### config.mk
export PLATFORM = sky130hd
export DESIGN_NAME = instruction_fetch_arbiter
export DESIGN_NICKNAME = d
export VERILOG_FILES = /design/src/rtl/instruction_fetch_arbiter_pkg.sv /design/src/rtl/instruction_fetch_arbiter_next_pc.sv /design/src/rtl/instruction_fetch_arbiter.sv
export SDC_FILE = /design/constraint.sdc
export NUM_CORES = 1
export LEC_CHECK = 0
export CAP_MARGIN = 20
export CORE_UTILIZATION = 34
export DETAILED_ROUTE_END_ITERATION = 10
export PLACE_DENSITY = 0.88
export SKIP_LAST_GASP = 1
export SLEW_MARGIN = 20
export SYNTH_ARGS = -nofsm -noshare
export SYNTH_HDL_FRONTEND = slang
export SYNTH_SLANG_ARGS = --single-unit
### constraint.sdc
create_clock -name Clock -period 3.1 [get_ports Clock]
set_clock_uncertainty 0.2 [all_clocks]
set_input_delay 0.62 -clock Clock [delete_from_list [all_inputs] [get_ports Clock]]
set_output_delay 0.62 -clock Clock [all_outputs]
set_load 0.01 [all_outputs]
### src/rtl/instruction_fetch_arbiter_pkg.sv
// Shared sizing and FSM encoding for the instruction fetch arbiter and its next-PC logic.
package instruction_fetch_arbiter_pkg;

   localparam int DefaultMemDepth = 256;
   localparam int AddrWidth       = $clog2(DefaultMemDepth);
   localparam int InstrWidth      = 32;

   typedef logic [0:0] fetchState_t;

   localparam fetchState_t IDLE  = 1'b0;
   localparam fetchState_t FETCH = 1'b1;

endpackage

### src/rtl/instruction_fetch_arbiter_next_pc.sv
// Chooses the address issued to memory this cycle and the fetch PC for the next cycle.
module next_pc_select
   import instruction_fetch_arbiter_pkg::*;
#(
   parameter  int MEM_DEPTH = DefaultMemDepth,
   localparam int Aw        = $clog2(MEM_DEPTH)
) (
   input  fetchState_t   state,
   input  logic          instrValid,
   input  logic          halt,
   input  logic          stall,
   input  logic          jump,
   input  logic [Aw-1:0] jumpTarget,
   input  logic          branchTaken,
   input  logic [Aw-1:0] branchTarget,
   input  logic [Aw-1:0] fetchPc,
   input  logic [Aw-1:0] pc,
   output logic [Aw-1:0] issueAddress,
   output logic [Aw-1:0] fetchPcNext,
   output logic          issueValid
);

   logic          redirect;
   logic          hold;
   logic [Aw-1:0] target;

   function automatic logic [Aw-1:0] wrapInc(input logic [Aw-1:0] a);
      return (a == Aw'(MEM_DEPTH - 1)) ? '0 : a + Aw'(1);
   endfunction

   // Redirect and stall only mean something while decode is looking at a valid word.
   assign redirect   = (state == FETCH) && instrValid && (jump || branchTaken);
   assign hold       = (state == FETCH) && instrValid && stall;
   assign target     = jump ? jumpTarget : branchTarget;
   assign issueValid = (state == FETCH) && !halt;

   always_comb begin
      issueAddress = fetchPc;
      if (redirect) begin
         issueAddress = target;
      end else if (hold) begin
         issueAddress = pc;
      end
   end

   always_comb begin
      fetchPcNext = fetchPc;
      if (halt || (state == IDLE)) begin
         fetchPcNext = '0;
      end else if (redirect) begin
         fetchPcNext = wrapInc(target);
      end else if (!hold) begin
         fetchPcNext = wrapInc(fetchPc);
      end
   end

endmodule

### src/rtl/instruction_fetch_arbiter.sv
// Shares one instruction memory port between the program loader (IDLE) and the fetch path (FETCH).
//   state | meaning
//   IDLE  | loader owns the memory port, no fetch in flight
//   FETCH | fetch path owns the memory port, loader held off
module instruction_fetch_arbiter
   import instruction_fetch_arbiter_pkg::*;
#(
   parameter  int MEM_DEPTH = DefaultMemDepth,
   localparam int AW        = $clog2(MEM_DEPTH)
) (
   input  logic                  Clock,
   input  logic                  ResetN,
   input  logic                  Run,
   input  logic                  Halt,
   input  logic                  LoadValid,
   input  logic [AW-1:0]         LoadAddress,
   input  logic [InstrWidth-1:0] LoadData,
   output logic                  LoadReady,
   input  logic                  Stall,
   input  logic                  BranchTaken,
   input  logic [AW-1:0]         BranchTarget,
   input  logic                  Jump,
   input  logic [AW-1:0]         JumpTarget,
   output logic [InstrWidth-1:0] Instruction,
   output logic                  InstrValid,
   output logic [AW-1:0]         Pc,
   output logic [AW-1:0]         MemAddress,
   output logic                  MemWriteEnable,
   output logic [InstrWidth-1:0] MemWriteData,
   input  logic [InstrWidth-1:0] MemReadData
);

   fetchState_t   state;
   logic [AW-1:0] fetchPc;
   logic [AW-1:0] fetchPcNext;
   logic [AW-1:0] issueAddress;
   logic          issueValid;

   next_pc_select #(
      .MEM_DEPTH (MEM_DEPTH)
   ) uNextPc (
      .state        (state),
      .instrValid   (InstrValid),
      .halt         (Halt),
      .stall        (Stall),
      .jump         (Jump),
      .jumpTarget   (JumpTarget),
      .branchTaken  (BranchTaken),
      .branchTarget (BranchTarget),
      .fetchPc      (fetchPc),
      .pc           (Pc),
      .issueAddress (issueAddress),
      .fetchPcNext  (fetchPcNext),
      .issueValid   (issueValid)
   );

   always_ff @(posedge Clock or negedge ResetN) begin
      if (!ResetN) begin
         state      <= IDLE;
         fetchPc    <= '0;
         Pc         <= '0;
         InstrValid <= 1'b0;
      end else begin
         fetchPc    <= fetchPcNext;
         InstrValid <= issueValid;
         if (issueValid) begin
            Pc <= issueAddress;
         end
         if (Halt) begin
            state <= IDLE;
         end else if ((state == IDLE) && Run) begin
            state <= FETCH;
         end
      end
   end

   // ResetN gates the strobe so a loader request during reset can never reach memory.
   assign LoadReady      = (state == IDLE);
   assign MemWriteEnable = LoadValid && (state == IDLE) && ResetN;
   assign MemAddress     = (state == IDLE) ? LoadAddress : issueAddress;
   assign MemWriteData   = LoadData;
   assign Instruction    = MemReadData;

endmodule

Word-level counts from Yosys, hierarchy flattened:

Index checks and enable logic that the tools add are counted.

* flip-flop bits (word level): 18
* latch bits: 0
* bits in writable memories: 0
* memory bits (read-only): 0
* output and inout bits: 83
* memories kept: 0

* $add $sub $neg: 2
* $mul: 0
* div/mod/pow operators: 0
* magnitude comparators: 0
* eq/ne operators: 3
* shift operators: 0
* muxes and demuxes: 11
* bitwise operators: 1
* reduce and logical (&&, ||, !) cells: 11

Operators by type and width (number)
* two-way mux 8 bit: 9
* adder 8 x 1 -> 8 bit (second input constant): 2
* equality test 8 bit (second input constant): 2
* logical AND 1 bit: 7
* inequality test 3 x 2 -> 1 bit (second input constant): 1
* logical OR 1 bit: 2
* two-way mux 1 bit: 2
* nonzero test 2 bit: 1
* logical NOT 1 bit: 1
* inverter 1 bit: 1

Depth between registers and ports, before layout:

Gate-level depths: netlist of run 1.

* depth after elaboration: 5
* gate-level depth with buffers: 9
* depth with buffers taken out: 7

Hierarchy:

From an unflattened synthesis of run 1, not the netlist that was laid out.

* cells, all modules: 221
* area, all modules: 1939.4 um2

Modules (own cells, without submodules)
* instruction_fetch_arbiter: times used 1, cells each 103, area an instance 1183.6 um2, sequential area each 450.4 um2
* next_pc_select: times used 1, cells each 118, area an instance 755.7 um2, sequential area each 0.0 um2

Least setup slack after synthesis of run 1:

No wires, ideal clock.

* kind: input to register
* start point: input Jump
* end point: register fetchPc[5]
* setup time: 129 ps
* arrival time: 2186 ps
* data required time: 2771 ps
* setup slack: 586 ps
* stages on the path: 8
* cell sequence: buf_6 buf_4 mux2_2 ha_1 inv_1 o31a_1 and2_0 a2111o_1

* word-level cells in the longest chain between the ends: 5

RTL lines
* start, declared: RTL line instruction_fetch_arbiter.sv:22 `input logic Jump,`
* two-way mux 8 bit: RTL line instruction_fetch_arbiter_next_pc.sv:34 `assign target = jump ? jumpTarget : branchTarget;`
* adder 8 x 1 -> 8 bit or equality test 8 bit (tied branches): RTL line instruction_fetch_arbiter_next_pc.sv:28 `return (a == Aw'(MEM_DEPTH - 1)) ? '0 : a + Aw'(1);`
* two-way mux 8 bit: RTL line instruction_fetch_arbiter_next_pc.sv:28
* two-way mux 8 bit: RTL line instruction_fetch_arbiter_next_pc.sv:50 `end else if (redirect) begin`
* two-way mux 8 bit: RTL line instruction_fetch_arbiter_next_pc.sv:48 `if (halt || (state == IDLE)) begin`
* end signal, assigned: RTL line instruction_fetch_arbiter.sv:64 `fetchPc <= fetchPcNext;`
* end, declared: RTL line instruction_fetch_arbiter.sv:34 `logic [AW-1:0] fetchPc;`

Several ways; a longest one is shown, not always the timed one.
A chain may end at the register's enable or synchronous reset.

Final worst setup path of run 1:

* start point: input BranchTaken
* end point: output MemAddress[0]

* word-level cells in the longest chain between the ends: 4

RTL lines
* start, declared: RTL line instruction_fetch_arbiter.sv:20 `input logic BranchTaken,`
* logical OR 1 bit: RTL line instruction_fetch_arbiter_next_pc.sv:32 `assign redirect = (state == FETCH) && instrValid && (jump || branchTaken);`
* logical AND 1 bit: RTL line instruction_fetch_arbiter_next_pc.sv:32
* two-way mux 8 bit: RTL line instruction_fetch_arbiter_next_pc.sv:39 `if (redirect) begin`
* two-way mux 8 bit: RTL line instruction_fetch_arbiter.sv:80 `assign MemAddress = (state == IDLE) ? LoadAddress : issueAddress;`
* end, declared: RTL line instruction_fetch_arbiter.sv:27 `output logic [AW-1:0] MemAddress,`

No other way between the ends.

==> results of run 1 <==
[per-stage QoR]
stage               std cells  power, mW  hold slack [ns]  setup WS (ns)
CTS                       303      0.621            0.342         -0.158
floorplan                 221      0.423            0.124          0.586
finish                    303      0.614            0.336         0.0667
detailed placement        298      0.458            0.324         -0.463
global placement          298      0.455            0.325         -0.441
global route              303      0.648            0.354        0.00840
[sequential cells by signal (all words and copies together), names as in the netlist]
name        count
InstrValid      1
Pc              8
fetchPc         8
state           1
[routing by layer]
layer  wire length (µm)  share of wire [%]
met4                349                7.0
met5                  0                  0
met1               1760                 35
met3                408                8.2
met2               2450                 49
[power by group through the flow]
| stage | Combinational [mW] | Clock [mW] | Sequential (mW) |
|---|---|---|---|
| 6_report | 0.198 | 0.163 | 0.254 |
| 5_1_grt | 0.211 | 0.182 | 0.255 |
| 4_1_cts | 0.198 | 0.170 | 0.254 |
| 3_5_place_dp | 0.200 | 0 | 0.258 |
| 3_3_place_gp | 0.197 | 0 | 0.258 |
| 2_1_floorplan | 0.164 | 0 | 0.259 |
[cells in the final DEF, fill, tap and decap left out, drive strengths merged, types with 2 or more instances in the layout]
cell           instances
a21oi                  5
and3                   4
buf                   27
clkbuf                 4
clkdlybuf4s50         40
dfrtp                 18
dlygate4sd2            7
dlymetal6s2s           2
ha                     2
inv                    5
mux2                  24
mux2i                 11
nand2                 16
nand3                  6
nand3b                 2
nor2                  10
nor3                   4
nor3b                  2
o21ai                 15
o311ai                 2
xnor2                  3
xor2                   2
[how the worst max path moves through the flow]
stage | to | slack [ns] | cells past startpoint
global route | MemAddress[7] | 0.008 | 7
finish | MemAddress[0] | 0.07 | 8
floorplan | fetchPc[5] | 0.59 | 8
detailed placement | MemAddress[2] | -0.46 | 6
CTS | MemAddress[2] | -0.16 | 7
global placement | MemAddress[5] | -0.44 | 7
[cell families after synthesis]
kind of cell | count (synthesis) | share of synthesized area (%)
adders and majority gates | 2 | 1.29
AOI/OAI and AO/OA | 35 | 12.4
xor gates and xnor gates | 5 | 2.26
DFF | 18 | 23.2
buffers and inverters | 75 | 27.6
muxes | 35 | 19.8
and+or+nand+nor | 51 | 13.4
[final cells by class]
cell class | count | area [µm²]
inverters | 5 | 18.8
well taps | 72 | 90.1
flip-flops and latches | 18 | 450
fillers | 536 | 3250
repair buffers | 77 | 694
clock buffers | 3 | 41.3
multi-input cells | 128 | 958
[what timing repair did]
item	CTS	global route
hold endpoints to repair	0	0
buffers inserted	2	0
resized for setup	16	4
gates cloned	0	0
pin swaps	4	0
setup endpoints to repair	8	8
[worst register-to-register path, delay by kind of cell, from the launching register on]
kind                     cells  cell delay (ns)
flip-flops                   1             0.47
adder cells (fa/ha/maj)      1             0.25
AO/OA/AOI/OAI                3             0.64
AND/OR/NAND/NOR              2             0.36
==> impl_metrics.json, run 1 <==
{
  "outcome": "finished clean",
  "arrival_ns": 2.21,
  "r2r_end": "fetchPc[3]",
  "synthesis.area_um2": 1940,
  "overflow": 0,
  "ys_ff_latch": 18,
  "worst-path-max-fanout": 9,
  "crit_path_end_kind": "output pin",
  "yosysSeqAreaShare_pct": 23.2,
  "clk_latency_ns": 0.25,
  "finish.instance_area_um2": 2250,
  "initial_core_util_pct": 35.2,
  "antennaDiodeCount": 0,
  "cp-startpoint": "BranchTaken",
  "max_freq_ghz": 0.330,
  "ff2ff_path_depth": 6,
  "vias": 1627,
  "setup_violations": 0,
  "grt_use_total_pct": 16.6,
  "yosysWarnings": 0,
  "cts_root_buf": "clkbuf_8",
  "critPathKind": "in2out",
  "h-tree-depth": 1,
  "wl_per_cell_um": 16.4,
  "switching_share_pct": 27.4,
  "grt_max_degree": 19,
  "drv_slew": 0,
  "internal-power_uw": 446,
  "drt_wl_total_mm": 4.96,
  "use_met2_pct": 29.7,
  "grt_pass1_vias": 1691,
  "utilization_pct": 40.9,
  "gp_congestion": 0.884,
  "relSlewSlack_pct": 62.0,
  "hold_violations": 0,
  "yosysMostFrequentCell": "buf_4",
  "rr_startpoint": "fetchPc[0]",
  "min_delay_path_depth": 1,
  "max_stage_delay_ns": 0.44,
  "port_buffers": 50,
  "layout.nets": 331,
  "pwr-share-seq_pct": 41.3,
  "path_cells": "clkdlybuf4s50_1 -> nor2_2 -> nor2_1 -> buf_4 -> nand2_1 -> o21ai_1 -> mux2_2 -> dlygate4sd2_1",
  "cts_buffer_depth": 2,
  "ys_types": 43,
  "layout-drive-gt1-share_pct": 26.4,
  "cts_buffers": 3,
  "worstMarginPinSlew_ns": 0.565,
  "critPathTopFamily": "buffers and inverters",
  "hp-start": "Pc[6]",
  "setup.worst_path.start_class": "primary input",
  "yosys.area.top_type": "buf_4",
  "syn_to_final_growth_pct": 16.2,
  "min_to": "Pc[6]",
  "top_usage_layer": "met2",
  "r2r_slack_ns": 1.06,
  "ir_worst_vdd_uv": 196,
  "required_ns": 2.28,
  "die_x_um": 77.5,
  "hp-class": "reg2reg",
  "gr-usage-met3_pct": 3.41,
  "power.leakage_nw": 1.04,
  "viasPerCell": 5.37,
  "postCtsHoldBufs": 0,
  "rsz0062_at_grt": "no",
  "switching_power_uw": 168,
  "comb_power_share_pct": 32.2,
  "core_area_um2": 5510,
  "grt.met1_usage_pct": 15.9,
  "synth_edf_count": 0,
  "place_hpwl_mm": 3.92,
  "drtPass1Iterations": 4,
  "critPathBufInv": 3,
  "synth_ff_type": "dfrtp_1",
  "ys_top_cells_by_area": "buf_4, dfrtp_1, mux2_2",
  "grt_pass1_wl_mm": 7.84,
  "cts_tree": "built",
  "grt_antenna_before_repair": 0,
  "setup_tns_ns": 0,
  "yosysTopAreaCellShare_pct": 25.2,
  "place_area_um2": 2200,
  "fin_crit_ns": 3.03,
  "slowest_stage": "clkdlybuf4s50_1",
  "synth_area_per_cell_um2": 8.78,
  "drt_iter0_drc": 45,
  "pwr_density_cell_nw_per_um2": 273,
  "die-area_um2": 6010,
  "synthTopCellsByCount": "buf_4, mux2_2, dfrtp_1",
  "async_flop_share_pct": 100,
  "clock-sinks": 18,
  "drc": 0,
  "ios": 179,
  "clk_pin_slew_ns": 0.07,
  "maxCapViolations": 0,
  "die_h_um": 77.5,
  "num_rows": 27,
  "finalCritPeriodShare_pct": 97.8,
  "synth_fp_nets": 319,
  "postSynthCellCount": 221,
  "p_clk_share_pct": 26.5,
  "ant_nets": 0
}
No activity file was read; power rests on OpenSTA's default activity.
==> inputs of run 2 (changes only) <==
CORE_MARGIN = 1   (was unset)
==> results of run 2 <==
Final layout, timing and power as in run 1 (identical DEF).
==> inputs of run 3 (changes only) <==
CORE_MARGIN = unset   (was 1)
SKIP_LAST_GASP = unset   (was 1)
==> run 3 against run 2 <==
Against the previous run:
- first-iteration DRC count up 6.7%
- utilization down 0.091 points
- wire length down 0.26%
- sequential power about the same
- flip-flop and latch count unchanged
- setup slack better by 0.0037 ns
- die area unchanged
- critical path depth unchanged
- via count down 0.18%
- non-clock buffer count unchanged
- worst hold slack better by 0.0011 ns
==> impl_metrics.json, run 3 (synthesis results as in run 1) <==
{
  "final_common_cell": "clkdlybuf4s50_1",
  "min_to": "Pc[0]",
  "ios": 179,
  "drc": 0,
  "cts_tree": "built",
  "mostFrequentLayoutCells": "clkdlybuf4s50_1, buf_4, mux2_2",
  "grt_antenna_before_repair": 0,
  "cts_root_buf": "clkbuf_8",
  "antennaDiodeCount": 0,
  "switching_share_pct": 27.5,
  "drt_iter0_drc": 48,
  "worst-path-max-fanout": 9,
  "pwr-share-seq_pct": 41.2,
  "drtPass1Iterations": 4,
  "relSlewSlack_pct": 61.0,
  "arrival_ns": 2.21,
  "setup_violations": 0,
  "timing.hold.ws_ns": 0.337,
  "grt_use_total_pct": 16.6,
  "core_area_um2": 5510,
  "overflow": 0,
  "num-fill-cells": 532,
  "pwr_density_cell_nw_per_um2": 274,
  "hold_violations": 0,
  "h-tree-depth": 1,
  "rsz0062_at_grt": "no",
  "place_hpwl_mm": 3.92,
  "port_buffers": 50,
  "r2r_end": "fetchPc[3]",
  "top_regs": "Pc (8), fetchPc (8)",
  "critPathKind": "in2out",
  "rr_startpoint": "fetchPc[0]",
  "die_x_um": 77.5,
  "min_delay_path_depth": 1,
  "hp-start": "Pc[0]",
  "cts_buffers": 3,
  "die-area_um2": 6010,
  "internal-power_uw": 446,
  "viasPerCell": 5.36,
  "setup.worst_path.start_class": "primary input",
  "vias": 1624,
  "post-place-cells": 298,
  "layout-drive-gt1-share_pct": 26.8,
  "grt_pass1_vias": 1682,
  "crit_path_end_kind": "output pin",
  "final_cells": 303,
  "comb_power_share_pct": 32.1,
  "die_h_um": 77.5,
  "fin_crit_ns": 3.03,
  "cts_buffer_depth": 2,
  "drt_wl_total_mm": 4.95,
  "setup_tns_ns": 0,
  "wl_per_cell_um": 16.3,
  "place_area_um2": 2200,
  "ff2ff_path_depth": 6,
  "outcome": "finished clean",
  "r2r_slack_ns": 1.04,
  "grt_max_degree": 19,
  "switching_power_uw": 169,
  "postCtsHoldBufs": 0,
  "grt_pass1_wl_mm": 7.82,
  "maxCapViolations": 0,
  "clk_pin_slew_ns": 0.06,
  "gp_congestion": 0.884,
  "finish.instance_area_um2": 2250,
  "initial_core_util_pct": 35.2,
  "finalCritPeriodShare_pct": 97.7,
  "p_clk_share_pct": 26.6,
  "hp-class": "reg2reg",
  "power.leakage_nw": 1.02,
  "required_ns": 2.28,
  "worstMarginPinSlew_ns": 0.579,
  "drv_slew": 0,
  "syn_to_final_growth_pct": 15.9,
  "ant_nets": 0,
  "layout.nets": 331,
  "max_freq_ghz": 0.330,
  "num_rows": 27,
  "ir_worst_vdd_uv": 193,
  "clk_latency_ns": 0.25,
  "clock-sinks": 18
}
## run 3: what timing repair did
item / 4_1_cts / 5_1_grt
setup buffers: 2 / 0
setup endpoints to repair: 8 / 4
pin swaps: 4 / 0
gates resized for setup: 20 / 2
## run 3: layout make-up
cell class / count / area, µm² / share of cell area, %
inverters: 5 / 18.8 / 0.835
well taps: 72 / 90.1 / 4.01
multi-input cells: 128 / 958 / 42.6
repair buffers: 77 / 689 / 30.7
flip-flops and latches: 18 / 450 / 20.0
clock buffers: 3 / 41.3 / 1.84
## run 3: worst max-delay path by stage
stage                 from       endpoint
2_1_floorplan         Jump     fetchPc[5]
3_3_place_gp          Jump  MemAddress[5]
3_5_place_dp          Jump  MemAddress[2]
5_1_grt        BranchTaken  MemAddress[7]
4_1_cts        BranchTaken  MemAddress[5]
6_report       BranchTaken  MemAddress[0]
## run 3: power groups by stage
stage	logic, mW	clock network [mW]	registers [mW]
global placement	0.197	0	0.258
CTS	0.197	0.170	0.254
detailed placement	0.200	0	0.258
global route	0.211	0.182	0.255
floorplan	0.164	0	0.259
finish	0.198	0.164	0.254
## run 3: through the flow
step | utilization [%] | setup slack [ns] | power, mW
after CTS | 40.9 | 0.0682 | 0.621
final | 40.8 | 0.0704 | 0.615
after detailed placement | 40.0 | -0.463 | 0.458
after global placement | 40.0 | -0.441 | 0.455
after floorplan | - | 0.586 | 0.423
after global routing | 40.8 | 0.00840 | 0.648
## run 3: per-layer routing
layer | GRT usage, % | wire length [µm] | up-vias
met1 | 15.9 | 1790 | 760
met5 | 0 | 0 | -
met3 | 3.41 | 379 | 36
met4 | 15.1 | 343 | 0
met2 | 29.6 | 2430 | 94
li1 | - | - | 734
## run 3: worst max-delay path: stages
cell,delay [ns]
clkdlybuf4s50_1,0.44
nor2_2,0.18
nor2_1,0.06
buf_4,0.17
nand2_1,0.09
o21ai_1,0.10
mux2_2,0.27
dlygate4sd2_1,0.28
